[src/rtl/hazard_fwd_unit.sv]
// Hazard/forwarding controller beside ID: tracks FWD_DEPTH downstream writers,
// selects forwarding sources, inserts load-use stalls and taken-branch flushes.
module hazard_fwd_unit #(
  parameter int RSIZE     = 4,
  parameter int FWD_DEPTH = 3,
  parameter int LOAD_LAT  = 1,
  parameter int BR_FLUSH  = 2,
  parameter int CNT_W     = 16
) (
  input  logic             clk,
  input  logic             rst_n,
  input  logic             id_valid,
  input  logic [RSIZE-1:0] id_rs,
  input  logic [RSIZE-1:0] id_rt,
  input  logic             id_use_rs,
  input  logic             id_use_rt,
  input  logic             id_wr_en,
  input  logic [RSIZE-1:0] id_wr_addr,
  input  logic             id_is_load,
  input  logic             ex_br_taken,
  output logic [2:0]       fwd_rs_sel,
  output logic [2:0]       fwd_rt_sel,
  output logic             stall,
  output logic             bubble,
  output logic             flush,
  output logic [CNT_W-1:0] stall_cnt
);

  typedef enum logic {RUN, FLUSH} state_t;
  localparam logic [3:0] FL_INIT = 4'(BR_FLUSH - 1);

  state_t                           state_q, state_d;
  logic [3:0]                       fcnt_q, fcnt_d;
  logic [FWD_DEPTH-1:0]             h_vld_q, h_vld_d, h_ld_q, h_ld_d;
  logic [FWD_DEPTH-1:0][RSIZE-1:0]  h_addr_q, h_addr_d;
  logic [CNT_W-1:0]                 cnt_q, cnt_d;
  logic [FWD_DEPTH-1:0]             rs_hit, rt_hit;
  logic                             luh;
  logic                             stall_i, bubble_i, flush_i;

  // Register 0 is hard-wired zero, so it is excluded from every match.
  for (genvar k = 0; k < FWD_DEPTH; k++) begin : g_hit
    assign rs_hit[k] = h_vld_q[k] && (h_addr_q[k] == id_rs) && (id_rs != '0) && id_use_rs;
    assign rt_hit[k] = h_vld_q[k] && (h_addr_q[k] == id_rt) && (id_rt != '0) && id_use_rt;
  end

  always_comb begin
    fwd_rs_sel = 3'd0;
    fwd_rt_sel = 3'd0;
    luh        = 1'b0;
    // Walk oldest to youngest so the youngest match is the one that sticks.
    for (int k = FWD_DEPTH - 1; k >= 0; k--) begin
      if (rs_hit[k]) fwd_rs_sel = 3'(k + 1);
      if (rt_hit[k]) fwd_rt_sel = 3'(k + 1);
    end
    for (int k = 0; k < FWD_DEPTH; k++)
      if (k < LOAD_LAT && h_ld_q[k] && (rs_hit[k] || rt_hit[k])) luh = 1'b1;
  end

  always_ff @(posedge clk or negedge rst_n) begin
    if (!rst_n) begin
      state_q  <= RUN;
      fcnt_q   <= '0;
      h_vld_q  <= '0;
      h_ld_q   <= '0;
      h_addr_q <= '0;
      cnt_q    <= '0;
    end else begin
      state_q  <= state_d;
      fcnt_q   <= fcnt_d;
      h_vld_q  <= h_vld_d;
      h_ld_q   <= h_ld_d;
      h_addr_q <= h_addr_d;
      cnt_q    <= cnt_d;
    end
  end

  always_comb begin
    state_d = state_q;
    fcnt_d  = fcnt_q;
    case (state_q)
      RUN: if (ex_br_taken) begin
        fcnt_d  = FL_INIT;
        state_d = (BR_FLUSH > 1) ? FLUSH : RUN;
      end
      FLUSH: begin
        fcnt_d = fcnt_q - 4'd1;
        if (fcnt_q <= 4'd1) state_d = RUN;
      end
      default: state_d = RUN;
    endcase
  end

  // Outputs are forced low while reset is held, whatever the inputs do.
  always_comb begin
    stall_i  = 1'b0;
    bubble_i = 1'b0;
    flush_i  = 1'b0;
    case (state_q)
      RUN: if (ex_br_taken) begin
        flush_i  = 1'b1;
        bubble_i = 1'b1;
      end else if (luh) begin
        stall_i  = 1'b1;
        bubble_i = 1'b1;
      end
      FLUSH: begin
        flush_i  = 1'b1;
        bubble_i = 1'b1;
      end
      default: ;
    endcase
    stall  = stall_i  & rst_n;
    bubble = bubble_i & rst_n;
    flush  = flush_i  & rst_n;
  end

  always_comb begin
    h_vld_d[0]  = id_valid & id_wr_en & ~bubble;
    h_addr_d[0] = id_wr_addr;
    h_ld_d[0]   = id_is_load;
    for (int k = 1; k < FWD_DEPTH; k++) begin
      h_vld_d[k]  = h_vld_q[k-1];
      h_addr_d[k] = h_addr_q[k-1];
      h_ld_d[k]   = h_ld_q[k-1];
    end
    cnt_d = cnt_q;
    if ((stall | flush) && !(&cnt_q)) cnt_d = cnt_q + 1'b1;
  end

  assign stall_cnt = cnt_q;

endmodule

[config.mk]
export PLATFORM = sky130hd
export DESIGN_NAME = hazard_fwd_unit
export DESIGN_NICKNAME = d
export VERILOG_FILES = /design/src/rtl/hazard_fwd_unit.sv
export SDC_FILE = /design/constraint.sdc
export NUM_CORES = 1
export LEC_CHECK = 0
export BUFFER_PORTS_ARGS = -buffer_cell sky130_fd_sc_hd__clkbuf_2
export CAP_MARGIN = 0
export CORE_AREA = 2 2 99 53
export DETAILED_ROUTE_END_ITERATION = 10
export DIE_AREA = 0 0 101 55
export GPL_TIMING_DRIVEN = 0
export PLACE_DENSITY = 0.75
export SETUP_SLACK_MARGIN = 0.4
export SLEW_MARGIN = 20
export SYNTH_ARGS = -nofsm -noshare
export SYNTH_HDL_FRONTEND = slang
export SYNTH_SLANG_ARGS = --single-unit
[constraint.sdc]
create_clock -name clk -period 2.6 [get_ports clk]
set_clock_uncertainty 0.1 [all_clocks]
set_input_delay 0.52 -clock clk [delete_from_list [all_inputs] [get_ports clk]]
set_output_delay 0.52 -clock clk [all_outputs]
set_load 0.02 [all_outputs]
Word-level counts from Yosys, hierarchy flattened

Index checks and enable logic that the tools add are counted.

Add/subtract/negate cells: 2
Multiply operators: 0
Divide/modulo/power cells: 0
Magnitude comparators: 1
Equality and inequality tests: 7
Shifts and indexed selects: 0
Mux-type cells: 18
Bitwise operators: 8
Reduce and logical (&&, ||, !) cells: 25

Operators by type and width:

| cell                                                           | count |
|---|---|
| == test 4 bit                                                  | 6 |
| logical AND 1 bit                                              | 20 |
| adder 16 x 1 -> 16 bit, second input constant                  | 1 |
| AND reduction 16 bit                                           | 1 |
| two-way mux 2 bit                                              | 4 |
| case mux 4 bit (2 select lines)                                | 1 |
| nonzero test 4 bit                                             | 2 |
| two-way mux 1 bit                                              | 7 |
| two-way mux 3 bit                                              | 2 |
| case mux 1 bit (2 select lines)                                | 3 |
| AND 1 bit                                                      | 5 |
| less-or-equal comparator 4 x 1 -> 1 bit, second input constant | 1 |
| two-way mux 4 bit                                              | 1 |
| subtractor 4 x 1 -> 4 bit, second input constant               | 1 |
| inequality test 2 bit, second input constant                   | 1 |
| inverter 1 bit                                                 | 2 |
| logical NOT 1 bit                                              | 1 |
| logical OR 1 bit                                               | 1 |
| OR 1 bit                                                       | 1 |

Register bits: 37
Latch bits: 0
Memory bits (writable): 0
Bits in read-only memories: 0
Bits of input ports: 20
Output and inout port bits: 25
Word-level logic and storage cells: 69
Memories kept: 0

Depth between registers and ports, before layout

Gate-level depths: netlist (run 1).

Depth after elaboration: 13
Gate-level depth with buffers: 7
Depth with buffers taken out: 6

Least setup slack after synthesis (run 1)

Ideal clock, no wire load.

Path kind: input -> output
Start: input port id_rs[1]
End: output port bubble
Arrival time: 1.755 ns
Data required time: 1.980 ns
Path slack: 0.225 ns
Stages on the path: 6
Path buffers: 1
Path through: buf_2 o41a_1 nand3_1 nor4bb_1 o21ai_2 inv_1

Longest elaborated chain between the ends: 11
Elaborated cells on any way between the ends: 12
Those cells by class: eq/ne: 1; mux: 4; bitwise: 1; reduce/logical: 6

RTL lines:

| what                                | RTL line | RTL |
|---|---|---|
| start: declaration                  | 13       | `input logic [RSIZE-1:0] id_rs,` |
| == test 4 bit                       | 43       | `assign rs_hit[k] = h_vld_q[k] && (h_addr_q[k] == id_rs) && (id_rs != '0) && id_use_rs;` |
| logical AND 1 bit                   | 43       |  |
| logical AND 1 bit (*) (2 in a row)  | 43       |  |
| logical OR 1 bit (*)                | 57       | `if (k < LOAD_LAT && h_ld_q[k] && (rs_hit[k] \|\| rt_hit[k])) luh = 1'b1;` |
| logical AND 1 bit (*)               | 57       |  |
| two-way mux 1 bit (*)               | 57       |  |
| two-way mux 1 bit (*)               | 103      | `end else if (luh) begin` |
| two-way mux 1 bit (*)               | 100      | `RUN: if (ex_br_taken) begin` |
| case mux 1 bit (2 select lines) (*) | 99       | `case (state_q)` |
| AND 1 bit (*)                       | 114      | `bubble = bubble_i & rst_n;` |
| end: declaration                    | 24       | `output logic bubble,` |

Every way passes the cells marked *; elsewhere a longest branch is shown, timed or not.

Worst setup path after layout (run 1)

Start: input port id_rt[1]
End: output port bubble

Longest elaborated chain between the ends: 11
Elaborated cells on any way between the ends: 12
Those cells by class: eq/ne: 1; mux: 4; bitwise: 1; reduce/logical: 6

RTL lines:

| what                                | RTL line | RTL |
|---|---|---|
| start: declaration                  | 14       | `input logic [RSIZE-1:0] id_rt,` |
| == test 4 bit                       | 44       | `assign rt_hit[k] = h_vld_q[k] && (h_addr_q[k] == id_rt) && (id_rt != '0) && id_use_rt;` |
| logical AND 1 bit                   | 44       |  |
| logical AND 1 bit (*) (2 in a row)  | 44       |  |
| logical OR 1 bit (*)                | 57       |  |
| logical AND 1 bit (*)               | 57       |  |
| two-way mux 1 bit (*)               | 57       |  |
| two-way mux 1 bit (*)               | 103      |  |
| two-way mux 1 bit (*)               | 100      |  |
| case mux 1 bit (2 select lines) (*) | 99       |  |
| AND 1 bit (*)                       | 114      |  |

Marks and branches as above.

==> flow_metrics.env, run 1 <==
export IMPL_max_clock_freq_mhz=406
export IMPL_drtIter0Drc=45
export IMPL_p_per_area_nw_per_um2=692
export IMPL_fillers=402
export IMPL_grt_pass1_vias=1455
export IMPL_diodes=0
export IMPL_r2r_end="stall_cnt[9]$_DFFE_PN0P_"
export IMPL_ys_types=46
export IMPL_final_common_cell="dfrtp_1"
export IMPL_crit_type="in -> out"
export IMPL_root_buffer="clkbuf_8"
export IMPL_vias=1547
export IMPL_synth_ff_type="dfrtp_1"
export IMPL_drv_cap=0
export IMPL_r2r_start="h_addr_d[5]$_DFF_PN0_"
export IMPL_num_rows=18
export IMPL_r2r_setup_slack_ns=0.36
export IMPL_nets=261
export IMPL_fin_crit_sh_pct=94.7
export IMPL_holdWs_ns=-0.00490
export IMPL_crit_arrival_ns=1.84
export IMPL_start_kind="input pin"
export IMPL_drc=0
export IMPL_yosysWarnings=0
export IMPL_cp_max_fo=4
export IMPL_period_minus_slack_ns=2.46
export IMPL_synth_ff_latch_count=37
export IMPL_finalInstanceArea_um2=2720
export IMPL_tns_ns=0
export IMPL_start_util_pct=40.7
export IMPL_io_buffers=38
export IMPL_htreeDepth=2
export IMPL_cp_num_buf_inv=3
export IMPL_area_delta_synth_final_pct=41.2
export IMPL_cpMaxStageDelayCell="or3b_4"
export IMPL_cts_hold_buffers=0
export IMPL_hp_class="in -> async"
export IMPL_setup_viol=0
export IMPL_drt_pass1_iterations=4
export IMPL_gp_congestion=0.811
export IMPL_leakage_nw=1.25
export IMPL_path_cells="clkbuf_4 -> xor2_1 -> or3b_4 -> o41ai_4 -> o21ai_4 -> inv_2 -> clkbuf_8"
export IMPL_cts_num_sinks=37
export IMPL_multi_input_area_um2=1160
export IMPL_clock_path_buffers=2
export IMPL_via_per_inst=5.17
export IMPL_grt_max_degree=40
export IMPL_post_drt_wl_per_cell_um=15.9
export IMPL_drt_total_wl_um=4740
export IMPL_die_height_um=55
export IMPL_synth_area_um2=1920
export IMPL_core_um2=4730
export IMPL_r2r_worst_path_cells=7
export IMPL_antenna_found_initial=0
export IMPL_syn_inst=177
export IMPL_layout_drive_gt1_share_pct=43.1
export IMPL_pin_count=45
export IMPL_grt_util_all_layers_pct=17.9
export IMPL_die_area_um2=5560
export IMPL_grt_pass1_wl_um=7330
export IMPL_dp_hpwl_um=3290
export IMPL_hold_viol=7
export IMPL_cts_inserted_buffers=5
export IMPL_fp_dieW_um=101
export IMPL_cts_tree="yes"
export IMPL_peakVddDrop_mv=0.419
export IMPL_cp_required_ns=1.98
export IMPL_finalMaxSlewViolations=0
export IMPL_postRouteAntennaNets=0
export IMPL_avgSynthCellArea_um2=10.9
export IMPL_insertion_delay_ns=0.28
export IMPL_grt_overflow=0
export IMPL_layout_common_cells="35 x dfrtp_1, 28 x clkbuf_2, 26 x xor2_1"
export IMPL_critPathTopFamily="simple AND/OR/NAND/NOR gates"
export IMPL_register_area_um2=928
export IMPL_cts_clk_slew_worst_paths_ns=0.07
export IMPL_synth_seq_area_share_pct=48.1
export IMPL_rsz0062_at_grt="yes"
export IMPL_slowest_delay_ns=0.41
export IMPL_ys_async_sr_fraction_pct=100
export IMPL_crit_path_end_kind="primary output"
export IMPL_synth_edf_count=0
export IMPL_outcome="complete, but fails checks"
export IMPL_postPlaceCellArea_um2=2230
export IMPL_violations="negative hold slack"
==> per-layer routing <==
metal | part of all wire (%) | track usage [%] | wire [um] | vias up
met1 | 51 | 26.9 | 2430 | 769
met3 | 5.6 | 5.28 | 264 | 2
met4 | 0.27 | 3.38 | 13 | 0
met2 | 43 | 25.7 | 2040 | 35
li1 | - | - | - | 741
met5 | 0 | 0 | 0 | -
==> repair_timing <==
| item | 4_1_cts | 5_1_grt |
|---|---|---|
| setup endpoints to repair | 20 | 23 |
| pin swaps | 15 | 12 |
| setup buffers | 8 | 7 |
| resized for setup | 36 | 29 |
==> worst max path at each step <==
| stage | depth (start not counted) | from | endpoint | slack, ns |
|---|---|---|---|---|
| after global routing | 6 | h_addr_d[5]$_DFF_PN0_ | bubble | 0.06 |
| after CTS | 6 | h_addr_d[5]$_DFF_PN0_ | bubble | 0.06 |
| final | 7 | id_rt[1] | bubble | 0.14 |
| after detailed placement | 4 | rst_n | stall | -0.27 |
| after global placement | 4 | rst_n | stall | -0.22 |
| after floorplan | 5 | id_rt[1] | bubble | 0.34 |
==> kinds of logic after synthesis <==
kind of cell / synth area share [%]
adders and majority gates: 1.95
xor gates and xnor gates: 17.8
muxes: 1.17
other: 0.195
and+or+nand+nor: 19.2
DFF: 48.1
AOI/OAI and AO/OA: 8.65
buffers and inverters: 2.99
==> Yosys cell counts, types with 2 or more instances <==
| master | number | area [um2] |
|---|---|---|
| ha_1 | 3 | 37.5 |
| clkbuf_1 | 2 | 7.51 |
| nor4_1 | 5 | 31.3 |
| dfrtp_1 | 37 | 926 |
| inv_1 | 4 | 15.0 |
| xnor2_1 | 13 | 114 |
| nor2_1 | 10 | 37.5 |
| xor2_1 | 26 | 228 |
| nand4_1 | 4 | 25.0 |
| o21ai_0 | 2 | 10.0 |
| nand3_1 | 7 | 35.0 |
| a21oi_1 | 3 | 15.0 |
| buf_2 | 4 | 20.0 |
| or3_1 | 3 | 18.8 |
| nor3_1 | 9 | 45.0 |
| buf_4 | 2 | 15.0 |
| and3_1 | 2 | 12.5 |
| nor2b_1 | 2 | 12.5 |
| nand2_1 | 12 | 45.0 |
==> final cells by class <==
type                       instances  share of cell area (%)
buffer                             8                    2.49
clock buffer                       7                    3.55
clock inverter                     1                   0.184
inverter                           4                   0.553
multi-input combinational        129                    42.9
sequential                        37                    34.2
tap                               60                    2.76
timing repair buffer              53                    13.4
==> metrics by stage <==
step                      total power, mW  setup WS (ns)  instances  hold WS (ns)  util, %
after global placement               1.33         -0.219        276         0.296     47.1
after floorplan                      1.17          0.342        178         0.124        -
after CTS                            1.84         0.0573        292        0.0429     54.2
after global routing                 2.00         0.0598        299       0.00652     57.4
after detailed placement             1.35         -0.266        276         0.300     47.1
final                                1.88          0.139        299      -0.00490     57.4
==> worst register-to-register path: cells and delay by family, from the launching register on <==
kind            cells  cell delay, ns
simple gates        3            0.87
flops               1            0.40
compound gates      1            0.30
xor+xnor            2            0.28
buf+inv             1            0.18
==> registers in the layout (all words and copies together), names as in the netlist <==
signal and flops:
state_q 1, h_ld_q 1, h_vld_q 3, h_addr_q 4, h_addr_d 8, fcnt_q 4
stall_cnt 16
==> power by group <==
group | internal [mW] | switching [mW]
registers | 0.688 | 0.129
clock network | 0.240 | 0.199
logic | 0.269 | 0.354
No activity file was read; power rests on OpenSTA's default activity.
==> inputs of run 2 (changes only) <==
--- a/config.mk
+++ b/config.mk
@@ -10,7 +10,9 @@
 export CORE_AREA = 2 2 99 53
 export DETAILED_ROUTE_END_ITERATION = 10
 export DIE_AREA = 0 0 101 55
+export GPL_ROUTABILITY_DRIVEN = 0
 export GPL_TIMING_DRIVEN = 0
+export HOLD_SLACK_MARGIN = 0.02
 export PLACE_DENSITY = 0.75
 export SETUP_SLACK_MARGIN = 0.4
 export SLEW_MARGIN = 20
==> constraint.sdc (replaced) <==
create_clock -name clk -period 2.75 [get_ports clk]
set_clock_uncertainty 0.1 [all_clocks]
set_input_delay 0.55 -clock clk [delete_from_list [all_inputs] [get_ports clk]]
set_output_delay 0.55 -clock clk [all_outputs]
set_load 0.02 [all_outputs]
==> run 2 against run 1 <==
- the run now ends clean
- hold slack better by 0.065 ns
- utilization is 2.9 points lower
- sequential cell count stayed put
- critical path type is now reg -> out
- register-to-register slack better by 0.06 ns
- largest cell class unchanged
- critical path depth is 1 lower
- die area stayed put
- critical endpoint unchanged
- setup slack better by 0.052 ns
- power is 5.4% lower
==> flow_metrics.env, run 2 (synthesis gave the netlist of run 1 again) <==
export IMPL_outcome="complete, no violations"
export IMPL_layout_common_cells="37 x dfrtp_1, 29 x clkbuf_2, 26 x xor2_1"
export IMPL_grtUsageMet3_pct=6.03
export IMPL_crit_path_end_kind="primary output"
export IMPL_drtIter0Drc=77
export IMPL_fin_crit_sh_pct=93.1
export IMPL_setup_viol=0
export IMPL_busiest_layer="met1"
export IMPL_dp_hpwl_um=3150
export IMPL_post_drt_wl_per_cell_um=15.6
export IMPL_drc=0
export IMPL_grt_overflow=0
export IMPL_drt_pass1_iterations=4
export IMPL_final_common_cell="dfrtp_1"
export IMPL_gr_usage_met2_pct=25.0
export IMPL_finalInstanceArea_um2=2580
export IMPL_postRouteAntennaNets=0
export IMPL_pin_count=45
export IMPL_die_height_um=55
export IMPL_grt_pass1_wl_um=7160
export IMPL_fp_dieW_um=101
export IMPL_peakVddDrop_mv=0.347
export IMPL_vias=1519
export IMPL_critPathTopFamily="compound AO/OA/AOI/OAI gates"
export IMPL_cpMaxStageDelayCell="dfrtp_1"
export IMPL_core_um2=4730
export IMPL_nets=255
export IMPL_cp_required_ns=2.10
export IMPL_area_delta_synth_final_pct=34.0
export IMPL_cts_clk_slew_worst_paths_ns=0.08
export IMPL_rsz0062_at_grt="yes"
export IMPL_stdcell_count=293
export IMPL_postPlaceCellArea_um2=2200
export IMPL_drt_total_wl_um=4560
export IMPL_cp_max_fo=3
export IMPL_crit_arrival_ns=1.91
export IMPL_finalMaxSlewViolations=0
export IMPL_hp_class="in -> async"
export IMPL_cp_num_cells=6
export IMPL_grt_pass1_vias=1423
export IMPL_cts_inserted_buffers=5
export IMPL_grt_max_degree=40
export IMPL_path_cells="xor2_1 -> or3b_4 -> o41ai_4 -> o21ai_4 -> inv_2 -> buf_4"
export IMPL_cp_num_buf_inv=2
export IMPL_p_per_area_nw_per_um2=689
export IMPL_use_met1_pct=25.6
export IMPL_insertion_delay_ns=0.30
export IMPL_crit_type="reg -> out"
export IMPL_r2r_worst_path_cells=7
export IMPL_clock_path_buffers=2
export IMPL_dp_cells=276
export IMPL_cts_num_sinks=37
export IMPL_grt_util_all_layers_pct=17.7
export IMPL_htreeDepth=2
export IMPL_die_area_um2=5560
export IMPL_io_buffers=38
export IMPL_diodes=0
export IMPL_largest_reg_flops=16
export IMPL_hold_viol=0
export IMPL_layout_drive_gt1_share_pct=36.5
export IMPL_cts_tree="yes"
export IMPL_root_buffer="clkbuf_8"
export IMPL_max_clock_freq_mhz=391
export IMPL_period_minus_slack_ns=2.56
export IMPL_slowest_delay_ns=0.42
export IMPL_leakage_nw=1.20
export IMPL_cts_hold_buffers=0
export IMPL_drv_cap=0
export IMPL_start_kind="register"
export IMPL_via_per_inst=5.18
export IMPL_num_rows=18
export IMPL_antenna_found_initial=0
export IMPL_start_util_pct=40.7
==> run 2: cell types whose count changed in the layout (fill, tap and decap cells not counted), moves of 2 or more <==
cell / before / now
dfrtp_2: 2 / 0
nor4_2: 2 / 4
nor3_1: 5 / 8
buf_4: 18 / 12
clkbuf_4: 4 / 2
nor2_4: 3 / 1
clkbuf_8: 9 / 7
dfrtp_1: 35 / 37
nor3_2: 2 / 0
nor4_4: 4 / 1
a21oi_2: 2 / 0
==> run 2: timing repair <==
item,in CTS,in global routing
setup buffers,3,6
endpoints found under the setup margin,13,16
pin swaps,5,12
gates resized for setup,21,29
==> run 2: stage by stage <==
stage / power [mW] / TNS, ns / setup slack (ns) / utilization [%] / hold WS, ns
floorplan: 1.10 / 0 / 0.403 / - / 0.154
global placement: 1.25 / -0.288 / -0.132 / 46.5 / 0.289
detailed placement: 1.26 / -0.543 / -0.198 / 46.5 / 0.286
CTS: 1.76 / 0 / 0.181 / 51.5 / 0.0654
global route: 1.89 / 0 / 0.113 / 54.5 / 0.0650
finish: 1.78 / 0 / 0.191 / 54.5 / 0.0599
==> run 2: final timing paths <==
check / startpoint / to / slack, ns
setup / recovery: h_addr_d[5]$_DFF_PN0_ / bubble / 0.19
hold / removal: rst_n / stall_cnt[5]$_DFFE_PN0P_ / 0.06
setup reg to reg: h_addr_d[5]$_DFF_PN0_ / stall_cnt[4]$_DFFE_PN0P_ / 0.42
hold reg to reg: h_vld_q[0]$_DFF_PN0_ / h_vld_q[1]$_DFF_PN0_ / 0.33
max in group asynchronous: rst_n / h_addr_d[6]$_DFF_PN0_ / 2.24
min in group clk: id_wr_addr[3] / h_addr_d[7]$_DFF_PN0_ / 0.26
==> run 2: power breakdown <==
part | total (mW) | internal [mW] | switching [mW]
logic | 0.537 | 0.230 | 0.307
registers | 0.765 | 0.648 | 0.117
clock network | 0.474 | 0.271 | 0.203
==> run 2: layer usage <==
| layer | part of all wire [%] | wire [um] |
|---|---|---|
| met5 | 0 | 0 |
| met4 | 1.1 | 51 |
| met3 | 4.4 | 199 |
| met2 | 42 | 1940 |
| met1 | 52 | 2370 |
==> run 2: layout make-up <==
class | count | area (um2)
clock buffers | 5 | 68.8
fillers | 420 | 2150
repair buffers | 47 | 322
plain buffers | 8 | 56.3
flip-flops and latches | 37 | 926
multi-input cells | 129 | 1070
clock inverters | 3 | 46.3
inverters | 4 | 15.0
well taps | 60 | 75.1
==> run 2: worst reg2reg max path, delay by kind of cell, from the launching register on <==
kind                   cells  cell delay [ns]
XOR/XNOR                   2             0.28
buffers and inverters      1             0.18
flip-flops                 1             0.42
AO/OA/AOI/OAI              1             0.37
AND/OR/NAND/NOR            3             0.89
